$ cat src/rtl/line_raster.sv
// line_raster: Bresenham walk from endpoint 1 to endpoint 2, emitting one
// on-screen pixel per handshake and silently skipping off-screen pixels.
module line_raster #(
  parameter int X_MAX   = 639,
  parameter int Y_MAX   = 479,
  parameter int COLOR_W = 8
) (
  input  logic               clk,
  input  logic               rst,
  input  logic               seg_valid,
  output logic               seg_ready,
  input  logic [9:0]         x1,
  input  logic [9:0]         y1,
  input  logic [9:0]         x2,
  input  logic [9:0]         y2,
  input  logic [COLOR_W-1:0] seg_color,
  output logic               pix_valid,
  input  logic               pix_ready,
  output logic [9:0]         pix_x,
  output logic [9:0]         pix_y,
  output logic [COLOR_W-1:0] pix_color,
  output logic               pix_last,
  output logic               seg_done,
  output logic               busy
);

  typedef enum logic [1:0] {IDLE, SETUP, DRAW} state_t;

  localparam logic [9:0] X_LIM = 10'(X_MAX);
  localparam logic [9:0] Y_LIM = 10'(Y_MAX);

  state_t state, state_next;

  logic [9:0]         cur_x, cur_y, end_x, end_y;
  logic [COLOR_W-1:0] color_q;
  logic signed [11:0] dx, dy, err;
  logic               step_x_neg, step_y_neg;
  logic               seg_done_q;

  logic               on_screen, at_end, advance;
  logic [9:0]         abs_dx, abs_dy;
  logic signed [11:0] setup_dx, setup_dy;
  logic signed [12:0] e2, dx13, dy13;
  logic               step_x, step_y;
  logic signed [11:0] err_next;

  // The walk terminates exactly on endpoint 2, so cur never leaves the
  // bounding box and the 10-bit coordinates cannot wrap.
  assign on_screen = (cur_x <= X_LIM) && (cur_y <= Y_LIM);
  assign at_end    = (cur_x == end_x) && (cur_y == end_y);
  assign advance   = (state == DRAW) && (!on_screen || pix_ready);

  // In SETUP cur still holds endpoint 1, so the deltas come from cur vs end.
  assign abs_dx   = (cur_x < end_x) ? (end_x - cur_x) : (cur_x - end_x);
  assign abs_dy   = (cur_y < end_y) ? (end_y - cur_y) : (cur_y - end_y);
  assign setup_dx = $signed({2'b00, abs_dx});
  assign setup_dy = -$signed({2'b00, abs_dy});

  // Error doubled into 13 bits so 2*err never overflows.
  assign e2       = {err, 1'b0};
  assign dx13     = {dx[11], dx};
  assign dy13     = {dy[11], dy};
  assign step_x   = (e2 >= dy13);
  assign step_y   = (e2 <= dx13);
  assign err_next = err + (step_x ? dy : 12'sd0) + (step_y ? dx : 12'sd0);

  assign seg_ready = (state == IDLE);
  assign busy      = (state != IDLE);
  assign pix_valid = (state == DRAW) && on_screen;
  assign pix_last  = pix_valid && at_end;
  assign pix_x     = cur_x;
  assign pix_y     = cur_y;
  assign pix_color = color_q;
  assign seg_done  = seg_done_q;

  // State register; reset aborts any segment in flight.
  always_ff @(posedge clk or posedge rst) begin
    if (rst) state <= IDLE;
    else     state <= state_next;
  end

  // Next-state: one SETUP cycle, then DRAW until endpoint 2 is consumed.
  always_comb begin
    state_next = state;
    case (state)
      IDLE:    if (seg_valid) state_next = SETUP;
      SETUP:   state_next = DRAW;
      DRAW:    if (advance && at_end) state_next = IDLE;
      default: state_next = IDLE;
    endcase
  end

  // Datapath: latch command, derive Bresenham terms, then step the walk.
  always_ff @(posedge clk or posedge rst) begin
    if (rst) begin
      cur_x      <= '0;
      cur_y      <= '0;
      end_x      <= '0;
      end_y      <= '0;
      color_q    <= '0;
      dx         <= '0;
      dy         <= '0;
      err        <= '0;
      step_x_neg <= 1'b0;
      step_y_neg <= 1'b0;
      seg_done_q <= 1'b0;
    end else begin
      seg_done_q <= 1'b0;
      case (state)
        IDLE: begin
          if (seg_valid) begin
            cur_x   <= x1;
            cur_y   <= y1;
            end_x   <= x2;
            end_y   <= y2;
            color_q <= seg_color;
          end
        end
        SETUP: begin
          dx         <= setup_dx;
          dy         <= setup_dy;
          err        <= setup_dx + setup_dy;
          step_x_neg <= !(cur_x < end_x);
          step_y_neg <= !(cur_y < end_y);
        end
        DRAW: begin
          if (advance) begin
            if (at_end) begin
              seg_done_q <= 1'b1;
            end else begin
              err <= err_next;
              if (step_x) cur_x <= step_x_neg ? (cur_x - 10'd1) : (cur_x + 10'd1);
              if (step_y) cur_y <= step_y_neg ? (cur_y - 10'd1) : (cur_y + 10'd1);
            end
          end
        end
        default: ;
      endcase
    end
  end

endmodule

$ cat config.mk
export PLATFORM = sky130hd
export DESIGN_NAME = line_raster
export DESIGN_NICKNAME = d
export VERILOG_FILES = /design/src/rtl/line_raster.sv
export SDC_FILE = /design/constraint.sdc
export NUM_CORES = 1
export LEC_CHECK = 0
export BUFFER_PORTS_ARGS = -buffer_cell sky130_fd_sc_hd__buf_2
export CORE_UTILIZATION = 45
export CTS_CLUSTER_SIZE = 10
export DETAILED_ROUTE_END_ITERATION = 12
export PLACE_DENSITY_LB_ADDON = 0.3
export SLEW_MARGIN = 20
export SYNTH_ARGS = -nofsm -noshare
export SYNTH_HDL_FRONTEND = slang
export SYNTH_SLANG_ARGS = --single-unit
$ cat constraint.sdc
create_clock -name clk -period 14.2 [get_ports clk]
set_input_delay 2.13 -clock clk [delete_from_list [all_inputs] [get_ports clk]]
set_output_delay 2.13 -clock clk [all_outputs]
set_load 0.01 [all_outputs]
# Word level (Yosys, flattened, before mapping)
# Cells that the tools add are included.
# totals
input_bits,52
register_bits,87
# classes
add_sub_neg,12
n_eq_ne,10
magnitude_cmp,6
muxes,25
reduce_logical,19
# ops
op,n
$mux 10,13
$pmux 10 s2,2
$sub 10x10->10,4
$mux 12,3
$pmux 12 s2,1
$add 10x1->10 const B,2
$eq 10x10->1,2
$lt 10x10->1,2
$sub 10x1->10 const B,2
$ge 13x12->1,1
$le 13x11->1,1
$add 11x12->12,1
$add 12x11->12,1
$add 12x12->12,1
$neg 10->12,1
$le 10x10->1 const B,1
$le 10x9->1 const B,1
$ne 2x2->1 const B,5
$reduce_and 5->1,2
$logic_and 1x1->1,6
$pmux 2 s3,1
$reduce_bool 2->1,3
$mux 2,2
$reduce_and 2->1,2
other kinds (8),12

# Depth between registers and ports, before layout
# depth
word_depth,8
depth_mapped,24
ltp_nobuf,23

# Worst setup path before layout
# OpenSTA, ideal clock, no wires.
# synth_path
kind,reg-to-reg
startpoint,register err[11]
endpoint,register err[11]
path_stages_with_launch,20
synth_period_minus_slack_ns,4.559
n_path_buf,0
arrival_time_ns,4.428
setup_ns,0.131
slack_ns,9.641
path_cell_list,dfrtp_1 -> ha_1 -> nand4_1 -> or2_1 -> o221ai_1 -> xor2_2 -> a21oi_1 -> fa_1 -> ha_1 -> inv_1 -> fa_1 -> nor2b_1 -> o21ai_0 -> a21boi_0 -> o21ai_0 -> a211oi_1 -> nor2_1 -> xor2_1 -> a221oi_1 -> nand3_1
# synth_via
elab_chain_cells,7
# synth_lines
element,line_no,source
from (decl),36,"logic signed [11:0] dx, dy, err;"
from (signal assigned),122,err <= setup_dx + setup_dy;
from (signal assigned),131,err <= err_next;
$ge 13x12->1,63,assign step_x = (e2 >= dy13);
$mux 12,65,assign err_next = err + (step_x ? dy : 12'sd0) + (step_y ? dx : 12'sd0);
$add 12x12->12,65,
$add 12x11->12 (*),65,
$mux 12 (*),128,if (at_end) begin
$mux 12 (*),127,if (advance) begin
$pmux 12 s2 (*),109,case (state)
# Every way passes the cells marked *; elsewhere a longest branch is shown, timed or not. The select of a mux whose other input is x is not followed.
# A chain may end at the register's enable or synchronous reset.

# Worst setup path after layout
# layout_path
startpoint,register err[4]
endpoint,register err[11]
# The elaborated chain is that of the path after synthesis.

==> metrics.md <==
| Metric | Value |
|---|---|
| Result of the run | `completed` |
| Number of global-route vias before repair | `6776` |
| Fraction of layout cells with a size suffix above 1 | `15.11%` |
| DRT antenna net count | `0` |
| Maximum clock rate | `189.1 MHz` |
| Drt wl/cell | `16.83 microns` |
| Total power consumption of the routed design | `1.190 mW` |
| Share of synthesized flip-flops with an asynchronous set or reset | `100.0%` |
| Family with the most delay on the worst path | `compound AO/OA/AOI/OAI gates` |
| Synth Register Bits | `87` |
| Initial cell density of the core | `46.27%` |
| Worst stage delay on the critical path | `720 ps` |
| Synth Cell Area | `0.008031 sq mm` |
| Number of cells in the finished layout apart from fillers | `1231` |
| Iter 0 DRT Violations | `451` |
| Level count of the clock H-tree | `3` |
| Cells along the critical path | `ha_1 > a21o_1 > a21oi_1 > o21ai_0 > a21o_1 > a21o_1 > a21oi_1 > nand2_1 > fa_1 > inv_1 > ha_1 > inv_1 > fa_1 > nor2b_1 > o21ai_0 > a21boi_0 > o21ai_0 > a211oi_1 > nor2_1 > xor2_1 > a221oi_1 > nand3_1` |
| Post-placement setup slack | `9010 ps` |
| Final Hold Violating Endpoints | `0` |
| RSZ-0062 raised after global routing | `false` |
| Sequential-to-total area share from yosys stat | `27.11%` |
| Most used flip-flop cell after synthesis | `dfrtp_1` |
| Fraction of the core area covered by cells at the end of the flow | `51.51%` |
| Number of placed instances with taps included | `1215` |
| CP max stage cell | `a21oi_1` |
| Post-synth EDFFs | `0` |
| Worst ir drop on vdd | `0.07328 mV` |
| Avg Synthesized Cell Area | `8.617 sq um` |
| Post-route DRC | `0` |
| Post-synthesis net count | `1099` |
| Number of nets in the finished design | `1168` |
| Placer congestion estimate | `0.8925` |
| Number of buffer and inverter instances along the worst setup path | `2` |
| Clk Latency, worst-skew pair | `360 ps` |
| Kind of critical path | `reg2reg` |
| Vias post-DR | `6978` |
| Worst slew margin relative to its limit | `37.12%` |
| Total detailed-routing wirelength | `20.72 mm` |
| Initial DRT Pass Iterations | `5` |
| Antenna violations before repair | `0` |
| Arrival time worst endpoint | `5520 ps` |
| Max Transition Viols Final | `0` |
| Number of max-cap violations | `0` |
| Post-synthesis to final-layout area growth | `11.33%` |
| Buffers on Ports | `84` |
| Tightest Pin Transition | `943.2 ps` |
| Half-perimeter wire length of the detailed placement result | `15.90 mm` |
| Final worst-path setup slack | `8911 ps` |
| Setup violation total in the final timing report | `0` |
| Die Y-Extent | `135.6 microns` |
| Data required time at the worst endpoint | `14430 ps` |
| Critical Path Start Type | `flop` |
| Leak pwr | `4.236 nW` |
| Synthesis warning total | `0` |
| Maximum number of pins on one net before global-route repair | `58` |
| Skew final | `11.75 ps` |
| Boundary Pins | `85` |
| Inserted Clock Buffers | `9` |
| Buffer type at the clock tree root | `clkbuf_16` |
| Count of clock tree sinks | `87` |
| Buffer depth of the longest clock path | `2` |
| Class of the tightest hold or removal check | `reg2reg` |
| Worst-path maximum fanout | `12` |
| CTS tree | `yes` |
| Final setup TNS | `0 ps` |
| Diode count | `0` |
| Tot GR Track Use | `24.02%` |
| Resized Gates After CTS | `0` |
| Wire length of the first global-routing pass | `34.29 mm` |
| Core region area | `0.01736 sq mm` |
| Clock-pin slew of the registers on the worst-case setup and hold paths | `70 ps` |
| Die Outline Area | `0.01839 sq mm` |
| Number of different library cells in the post-synthesis netlist | `73` |
| Floorplan die width | `135.6 microns` |
| Synthesized netlist cell count | `932` |
| CTS Hold Bufs | `0` |
| Tcrit/Tclk final | `37.25%` |
| Aggregate global routing overflow | `0` |
| Crit path capture type | `flop` |
| Post-CTS setup repair buffer count | `0` |
| Count of standard-cell rows | `48` |
| Total power divided by cell area | `133.1 mW/mm^2` |
| Detailed-route vias per instance | `5.669` |
| Post-route minimum period | `5289 ps` |
==> placed cells by master, fill, tap and decap left out, types with 10 or more instances in the layout <==
master / count
nor2b_1: 19
nand4_1: 12
inv_1: 101
o21ai_0: 76
nand2_1: 75
fa_1: 18
nor2_1: 36
o21a_1: 10
ha_1: 97
a21oi_1: 80
and2_1: 16
mux2i_1: 12
buf_2: 84
xnor2_1: 32
nand3_1: 17
a211oi_1: 17
a21o_1: 29
nor3_1: 18
dfrtp_1: 87
mux2_2: 19
==> area by class of cell <==
type	instances	area, sq um
inverters	102	384.1
well taps	225	281.5
multi-input cells	711	5333
fillers	1652	8416
repair buffers	90	465.4
flip-flops and latches	87	2177
clock buffers	11	242.7
clock inverters	5	57.56
==> kinds of logic after synthesis <==
logic type	count (synthesis)	synth area share, %
XOR/XNOR	42	4.767
adder cells (fa/ha/maj)	115	19.60
flip-flops	87	27.11
AO/OA/AOI/OAI	279	21.90
multiplexers	31	4.160
AND/OR/NAND/NOR	244	15.89
buffers and inverters	134	6.574
==> report_power, final <==
part | switching (mW) | leakage [nW] | internal, mW
Sequential | 0.0356 | 0.993 | 0.270
Clock | 0.107 | 0.149 | 0.141
Combinational | 0.367 | 3.09 | 0.270
==> routing by layer <==
| metal | global-route usage [%] | part of all wire, % | up-vias |
|---|---|---|---|
| met2 | 38.04 | 45 | 223 |
| met4 | 9.301 | 2.4 | 0 |
| met1 | 33.11 | 47 | 3305 |
| li1 | - | - | 3413 |
| met5 | 0 | 0 | - |
| met3 | 3.143 | 5.4 | 37 |
==> state kept, by name, summed over array words and instances (netlist names), 2 cells and up <==
register   count
dx            10
end_x         10
pix_x         10
err           12
pix_color      8
dy            12
state          2
pix_y         10
end_y         10
==> Yosys cell counts, types with 10 or more instances <==
cell type  number  share of area [%]
nor3_1         18                1.1
a21oi_1        80                5.0
clkbuf_1       20               0.93
nor2_1         36                1.7
nor2b_1        20                1.6
a211oi_1       17                1.6
ha_1           97                 15
o21ai_0        76                4.7
xnor2_1        32                3.5
o21a_1         10               0.93
a21o_1         29                2.7
nand3_1        17                1.1
and2_1         17                1.3
fa_1           18                4.5
nand4_1        12               0.93
mux2i_1        12                1.5
dfrtp_1        87                 27
mux2_2         19                2.7
nand2b_1       10               0.78
inv_1         102                4.8
nand2_1        75                3.5
==> per-stage QoR <==
stage / instance area (sq um) / hold slack [ps]
CTS: 8941 / 505.2
global route: 8941 / 520.9
detailed placement: 8641 / 490.8
finish: 8941 / 507.0
floorplan: 8031 / 462.5
global placement: 8641 / 487.2
==> final timing paths <==
kind | end | slack, ps | startpoint | cells past startpoint
worst max-delay path | err[11]$_DFFE_PP0P_ | 8910 | err[4]$_DFFE_PP0P_ | 22
worst min-delay path | dy[9]$_DFFE_PP0N_ | 510 | dy[9]$_DFFE_PP0N_ | 1
max in group asynchronous | err[7]$_DFFE_PP0P_ | 11210 | rst | 3
worst min register to register | dy[9]$_DFFE_PP0N_ | 510 | dy[9]$_DFFE_PP0N_ | 1
worst max register to register | err[11]$_DFFE_PP0P_ | 8910 | err[4]$_DFFE_PP0P_ | 22
min in group asynchronous | pix_x[8]$_DFFE_PP0P_ | 1810 | rst | 2
Note: power is estimated with default switching activity, not from simulation.
